File: src/rtl/if_fetch_unit.sv
// Instruction-fetch requester: req/ack memory read, IF/ID output register, PC freeze.
// Optional one-entry refetch buffer enabled by defining FETCH_REUSE_EN.
module if_fetch_unit #(
  parameter int ADDR_W   = 32,
  parameter int DATA_W   = 32,
  parameter int MAX_WAIT = 15
) (
  input  logic              clk,
  input  logic              reset,
  input  logic [ADDR_W-1:0] Address,
  input  logic              Flush,
  input  logic              StallIn,
  output logic              Freeze,
  output logic [DATA_W-1:0] Instruction,
  output logic              Valid,
  output logic              mem_req,
  output logic [ADDR_W-1:0] mem_addr,
  input  logic              mem_ack,
  input  logic [DATA_W-1:0] mem_rdata,
  output logic              Timeout
);

  localparam int CW = $clog2(MAX_WAIT + 1);

  typedef enum logic [1:0] {
    IDLE,
    WAIT,
    HOLD
  } state_t;

  state_t        state;
  logic [CW-1:0] cnt;
  logic          drop;

  logic              go;
  logic              acc;
  logic              tmo;
  logic              hit;
  logic [DATA_W-1:0] hit_data;

  assign go  = !StallIn && !Flush;
  assign acc = (state == WAIT) && mem_ack && !drop && !Flush;
  assign tmo = (state == WAIT) && !mem_ack
            && (cnt == CW'(MAX_WAIT));

`ifdef FETCH_REUSE_EN
  logic              buf_vld;
  logic [ADDR_W-1:0] buf_addr;
  logic [DATA_W-1:0] buf_data;

  assign hit      = buf_vld && (Address == buf_addr);
  assign hit_data = buf_data;

  // Memory is read-only, so a captured word never goes stale.
  always_ff @(posedge clk or posedge reset) begin
    if (reset) begin
      buf_vld  <= 1'b0;
      buf_addr <= '0;
      buf_data <= '0;
    end else if (acc) begin
      buf_vld  <= 1'b1;
      buf_addr <= mem_addr;
      buf_data <= mem_rdata;
    end
  end
`else
  assign hit      = 1'b0;
  assign hit_data = '0;
`endif

  always_comb begin
    Freeze = 1'b1;
    if (Flush) begin
      Freeze = 1'b0;
    end else begin
      unique case (state)
        IDLE:    if (go && hit) Freeze = 1'b0;
        WAIT:    if (acc && !StallIn) Freeze = 1'b0;
        HOLD:    if (!StallIn) Freeze = 1'b0;
        default: Freeze = 1'b1;
      endcase
    end
  end

  always_ff @(posedge clk or posedge reset) begin
    if (reset) begin
      state       <= IDLE;
      Instruction <= '0;
      Valid       <= 1'b0;
      mem_req     <= 1'b0;
      mem_addr    <= '0;
      Timeout     <= 1'b0;
      cnt         <= '0;
      drop        <= 1'b0;
    end else begin
      Valid <= 1'b0;
      unique case (state)
        IDLE: begin
          if (go) begin
            if (hit) begin
              Instruction <= hit_data;
              Valid       <= 1'b1;
            end else begin
              mem_req  <= 1'b1;
              mem_addr <= Address;
              cnt      <= '0;
              state    <= WAIT;
            end
          end
        end
        WAIT: begin
          if (mem_ack) begin
            mem_req <= 1'b0;
            drop    <= 1'b0;
            state   <= IDLE;
            if (acc) begin
              Instruction <= mem_rdata;
              if (StallIn) state <= HOLD;
              else Valid <= 1'b1;
            end
          end else if (tmo) begin
            Timeout <= 1'b1;
            mem_req <= 1'b0;
            drop    <= 1'b0;
            state   <= IDLE;
          end else begin
            // Memory cannot abort: keep the request up, discard its data later.
            cnt <= cnt + CW'(1);
            if (Flush) drop <= 1'b1;
          end
        end
        HOLD: begin
          if (Flush) begin
            state <= IDLE;
          end else if (!StallIn) begin
            Valid <= 1'b1;
            state <= IDLE;
          end
        end
        default: state <= IDLE;
      endcase
    end
  end

endmodule

File: config.mk
export PLATFORM = sky130hd
export DESIGN_NAME = if_fetch_unit
export DESIGN_NICKNAME = d
export VERILOG_FILES = /design/src/rtl/if_fetch_unit.sv
export SDC_FILE = /design/constraint.sdc
export NUM_CORES = 1
export LEC_CHECK = 0
export CAP_MARGIN = 20
export CORE_ASPECT_RATIO = 0.5
export CORE_MARGIN = 10
export CORE_UTILIZATION = 37
export CTS_CLUSTER_DIAMETER = 80
export DETAILED_ROUTE_END_ITERATION = 6
export GPL_ROUTABILITY_DRIVEN = 0
export GPL_TIMING_DRIVEN = 0
export PLACE_DENSITY = 0.76
export SYNTH_ARGS = -nofsm -noshare
export SYNTH_HDL_FRONTEND = slang
export SYNTH_SLANG_ARGS = --single-unit
export TNS_END_PERCENT = 5
File: constraint.sdc
create_clock -name clk -period 2.3 [get_ports clk]
set_input_delay 0.46 -clock clk [delete_from_list [all_inputs] [get_ports clk]]
set_output_delay 0.46 -clock clk [all_outputs]
set_load 0.01 [all_outputs]
==> impl_results.md, run 1 <==
* Post-Route WL at 8560 µm
* R2R cell count at 5
* CTS sink cnt at 74
* Slew headroom at 0.519
* CP Launch Type: register
* Worst Tran Pin Value at 720 ps
* Vias after detailed routing at 2155
* Grt met3 use at 0.0509
* TritonCTS buffer count at 9
* Largest net degree at the start of global routing at 44
* Yosys top cell area share at 0.625
* Most common cell after layout, fill and taps aside: clkdlybuf4s50_1
* Initial DRC count at 74
* Critical Path End Type: primary output
* Met1 Use GR at 0.132
* Drt wl/cell at 18.9 µm
* Die area at 12200 µm²
* CP required at 1840 ps
* Clock skew at 3.87 ps
* Grt peak-use layer: met2
* WS Path Type: register to primary output
* Register bit total from synthesis at 74
* Leak at 2.02 nW
* Fin crit share at 0.952
* Synth warn at 0
* Reg-to-reg endpoint: mem_addr[4]
* Ys flop type: dfrtp_1
* Post-synth EDFFs at 0
* N_diodes at 0
* RSZ-0062 raised after global routing: no
* Tot Pwr at 6.27 mW
* Reg2reg setup slack at 290 ps
* Worst setup path endpoint: Freeze
* Vias in the first global route at 2427
* Final setup fails at 0
* Area Overhead vs Synth at 60.1%
* Post-detail-place hpwl at 6630 µm
* Worst skew pair latency at 330 ps
* CTS clk-pin slew, worst paths at 50 ps
* DIE HEIGHT at 83.3 µm
* HP Class: register to register
* Syn Inst Count at 192
* Max clock buf depth at 2
* Vias per cell at 4.77
* Met2 Usage GRT at 0.280
* Layout cells sized above 1 at 0.267
* Detailed Routing Iterations Pass 1 at 4
* Final ANT Viol Nets at 0
* Mapped cell area at 2960 µm²
* CTS H-tree depth at 3
* IO Count at 137
* Gr usage total at 0.144
* Mapped Nets at 265
* Starting Density at 0.393
* Final-report hold violation count at 0
* Max Cap Viol at 0
* Mapped Avg Cell Area at 15.4 µm²
* # hold bufs at CTS at 0
* Total gr overflow at 0
* Distinct cells, synth at 26
* Final nets at 414
* Critical path origin: state[1]
* Maximum vdd ir drop at 0.000696 V
* R2r startpoint: state[0]
* Fmax at 0.457 GHz
* Min Tclk post-route at 2190 ps
* Status: finished, final reports clean
* Clk root buf: clkbuf_16
* Fillers at 605
* Dpl cells at 436
* Async set-reset flop share out of synthesis at 1.00
* Synth top area cells: dfrtp_1, mux2_2, ha_1
* # rows at 22
* DRC at 0
* Final std cells w/o fill at 452
* Seq/Total Area, Yosys at 0.625
* Worst-path fanout max at 10
* PortBufs at 135
* PwrDens at 1320 nW/µm²
* Commonest non-fill, non-tap cells in the layout: clkdlybuf4s50_1, dfrtp_1, mux2_2
* Final Max Slew Viols at 0
* First-pass GRT wire length at 13700 µm
* CP Data Arrival Time at 1730 ps
* Core box area at 7540 µm²
* Die width at 147 µm
* Initial antenna violation count at 0
* Area leader, netlist: dfrtp_1
* CTS tree: yes
## worst min-delay path by stage
| stage | start | to | slack, ps | cells after the start |
|---|---|---|---|---|
| after floorplan | cnt[1] | cnt[1] | 490 | 1 |
| after global placement | Timeout | Timeout | 460 | 1 |
| after detailed placement | Timeout | Timeout | 470 | 1 |
| after CTS | Timeout | Timeout | 480 | 1 |
| after global routing | Timeout | Timeout | 490 | 1 |
| final | Timeout | Timeout | 480 | 1 |
## cell type report
| cell class | count | area (µm²) | share of cell area |
|---|---|---|---|
| Buffer | 8 | 68.8 | 0.0145 |
| Inverter | 6 | 26.3 | 0.00554 |
| Sequential cell | 74 | 1850 | 0.391 |
| Timing Repair Buffer | 138 | 1380 | 0.291 |
| Clock buffer | 14 | 254 | 0.0536 |
| Tap cell | 108 | 135 | 0.0285 |
| Multi-Input combinational cell | 104 | 1020 | 0.216 |
## power breakdown
part / internal [mW] / switching (mW) / total (mW)
Clock: 0.749 / 0.483 / 1.23
Sequential: 1.93 / 0.333 / 2.26
Combinational: 1.71 / 1.07 / 2.78
## critical path, cell delays in order (launching register included)
cell and delay, ps:
dfrtp_1 390, inv_2 80, ha_2 190, clkbuf_4 200, a21oi_1 60, a21o_1 160, a21oi_1 160, clkbuf_2 160
## sequential cells by signal (all words and copies together) (netlist names)
signal and cells:
cnt 4, mem_addr 32, Valid 1, drop 1, Instruction 32, mem_req 1, state 2, Timeout 1
## cell usage after synthesis (all sizes together) (2+ instances only)
master and number:
a21o 2, a21oi 9, buf 7, dfrtp 74
ha 4, inv 6, mux2 65, mux2i 2
nand2 6, nand3b 2, nor2b 2, o21ai 2
## per-stage QoR
stage	hold WS (ps)	TNS (ps)	cell area [µm²]	util	worst slack (ps)
floorplan	492	0	2970	-	417
global placement	458	-467	4450	0.590	-467
detailed placement	470	-1390	4470	0.593	-492
CTS	482	0	4750	0.629	18.9
global route	492	0	4740	0.629	33.1
finish	477	0	4740	0.629	110
## cells by family after synthesis
kind of cell               Yosys count  synth area share
buffers and inverters               14            0.0296
and+or+nand+nor                     14            0.0338
muxes                               67             0.254
AOI/OAI and AO/OA                   19            0.0406
DFF                                 74             0.625
adders and majority gates            4            0.0169
## routing by layer
layer | routed length [µm] | share of wire
met5 | 0 | 0
met4 | 201 | 0.023
met3 | 432 | 0.050
met2 | 5040 | 0.59
met1 | 2890 | 0.34
## repair_timing
action / 4_1_cts / 5_1_grt
endpoints found under the setup margin: 1 / 1
gates resized for setup: 7 / 1
setup buffers: 2 / 0
pin swaps: 2 / 0
Note: power is estimated with default switching activity, not from simulation.
==> run 2, diff against run 1 <==
Settings changed: CAP_MARGIN 20 to 10, GPL_TIMING_DRIVEN 0 to 1.
==> run 2 against run 1 <==
Maximum frequency is essentially flat; combinational power about the same; clock skew increased by 1.8 ps; register-to-register slack worse by 100 ps; utilization up 0.46 points; global-route usage about the same; die area unchanged; sequential power is essentially flat; largest power group unchanged.
==> impl_results.md, run 2 (synthesized netlist as in run 1, its figures left out) <==
* Total gr overflow at 0 (unchanged)
* Leak at 2.03 nW (+0.47%)
* Final-report hold violation count at 0 (unchanged)
* Post-detail-place hpwl at 6620 µm (-0.11%)
* Most common cell after layout, fill and taps aside: clkdlybuf4s50_1
* Reg2reg setup slack at 190 ps (-100 ps)
* CP required at 1840 ps (about the same)
* Dpl cells at 437 (+0.23%)
* Final nets at 414 (unchanged)
* Worst Tran Pin Value at 471 ps (-249 ps)
* CP Data Arrival Time at 1730 ps (about the same)
* WS Path Type: register to primary output
* CTS H-tree depth at 3 (unchanged)
* PortBufs at 136 (+0.74%)
* Post-Layout Inst Area at 4780 µm² (+0.74%)
* Critical Path End Type: primary output
* Vias in the first global route at 2430 (+0.12%)
* Die area at 12200 µm² (unchanged)
* CTS tree: yes
* R2R cell count at 7 (+2)
* RSZ-0062 raised after global routing: no
* Hold path endpoint: Timeout
* Gr usage total at 0.144 (+0.000410)
* HP Class: register to register
* Fin crit share at 0.951 (about the same)
* Final Max Slew Viols at 0 (unchanged)
* Critical Path, Cell by Cell: inv_2, ha_4, inv_1, nor4b_4, a21o_1, a21oi_1, clkbuf_2
* Commonest non-fill, non-tap cells in the layout: clkdlybuf4s50_1, dfrtp_1, mux2_2
* Worst skew pair latency at 330 ps (about the same)
* Worst path max stage delay at 390 ps (about the same)
* Max Cap Viol at 0 (unchanged)
* Setup WS post-layout at 112 ps (+1.33 ps)
* CTS sink cnt at 74 (unchanged)
* IO Count at 137 (unchanged)
* Vias per cell at 4.63 (-2.8%)
* Hold Path Depth at 1 (unchanged)
* Area Overhead vs Synth at 61.3%
* Die width at 147 µm (unchanged)
* Min Tclk post-route at 2190 ps (-1.33 ps)
* Register Area at 1850 µm² (unchanged)
* Final setup fails at 0 (unchanged)
* First-pass GRT wire length at 13800 µm (+0.20%)
* Status: finished, final reports clean
* Worst-path fanout max at 3 (-7)
* TritonCTS buffer count at 9 (unchanged)
* Slowest CP cell: dfrtp_1
* # hold bufs at CTS at 0 (unchanged)
* Tot Pwr at 6.29 mW (+0.25%)
* DIE HEIGHT at 83.3 µm (unchanged)
* Final std cells w/o fill at 452 (unchanged)
* Maximum vdd ir drop at 0.000663 V (-4.7%)
* DRC at 0 (unchanged)
* Initial DRC count at 66 (-11%)
* Top flop regs: Instruction x32, mem_addr x32, cnt x4
* Largest net degree at the start of global routing at 47 (+6.8%)
* Fmax at 0.457 GHz (about the same)
* R2r startpoint: state[1]
* DP Area at 4510 µm² (+0.81%)
* # rows at 22 (unchanged)
* CP Launch Type: register
* Post-Route WL at 8650 µm (+1.0%)
* Reg-to-reg endpoint: Instruction[17]
* Multi-input logic area at 1040 µm² (+1.6%)
* CTS clk-pin slew, worst paths at 50 ps (about the same)
* Final ANT Viol Nets at 0 (unchanged)
* Slew headroom at 0.683 (+0.164)
* Vias after detailed routing at 2094 (-2.8%)
* Final TNS setup at 0 ps (unchanged)
* Post-Place Setup Slack at -75.6 ps (+416 ps)
* Initial antenna violation count at 0 (unchanged)
* Max clock buf depth at 2 (unchanged)
* Starting Density at 0.393 (unchanged)
* Drt wl/cell at 19.1 µm (+1.0%)
* N_diodes at 0 (unchanged)
* Clock skew at 5.69 ps (+1.83 ps)
* Core box area at 7540 µm² (unchanged)
* PwrDens at 1320 nW/µm² (-0.48%)
* Clk root buf: clkbuf_16
* Hold path start: Timeout
* Detailed Routing Iterations Pass 1 at 4 (unchanged)
* Fillers at 604 (-0.17%)
* Layout cells sized above 1 at 0.262 (-0.00581)
-- run 2: cell type report --
type / count / share of cell area
timing repair buffer: 146 / 0.307
multi-input combinational: 104 / 0.218
sequential: 74 / 0.388
inverter: 6 / 0.00550
tap: 108 / 0.0283
clock buffer: 14 / 0.0532
-- run 2: per-stage QoR --
stage,hold slack [ps],utilization
2_1_floorplan,492,-
3_3_place_gp,464,0.598
5_1_grt,485,0.633
6_report,475,0.633
4_1_cts,478,0.633
3_5_place_dp,466,0.598
-- run 2: layer usage --
metal | up-vias | track usage | wire length (µm)
met1 | 1061 | 0.133 | 3010
met5 | - | 0 | 0
met4 | 0 | 0.0565 | 168
li1 | 975 | - | -
met2 | 48 | 0.278 | 5040
met3 | 10 | 0.0557 | 430
-- run 2: report_power, final --
part	internal [mW]	leakage (nW)	switching (mW)
Clock	0.748	0.123	0.476
Sequential	1.93	0.893	0.345
Combinational	1.72	1.01	1.07
-- run 2: worst max-delay path, delay by kind of cell, from the launching register on --
family	cells	cell delay, ps
compound gates	2	230
fa+ha+maj	1	140
buf+inv	3	310
flops	1	390
simple gates	1	330
-- run 2: how the worst max path moves through the flow --
stage | from | to | slack (ps) | cells after the start
after floorplan | state[1] | Freeze | 420 | 6
after global placement | Flush | Freeze | -70 | 5
after detailed placement | Flush | Freeze | -80 | 5
after CTS | state[1] | Freeze | 30 | 7
after global routing | state[1] | Freeze | 40 | 7
final | state[1] | Freeze | 110 | 7
-- run 2: timing repair --
item,4_1_cts,5_1_grt
endpoints found under the setup margin,1,1
gates resized for setup,3,3
pin swaps,1,2
setup buffers,1,0
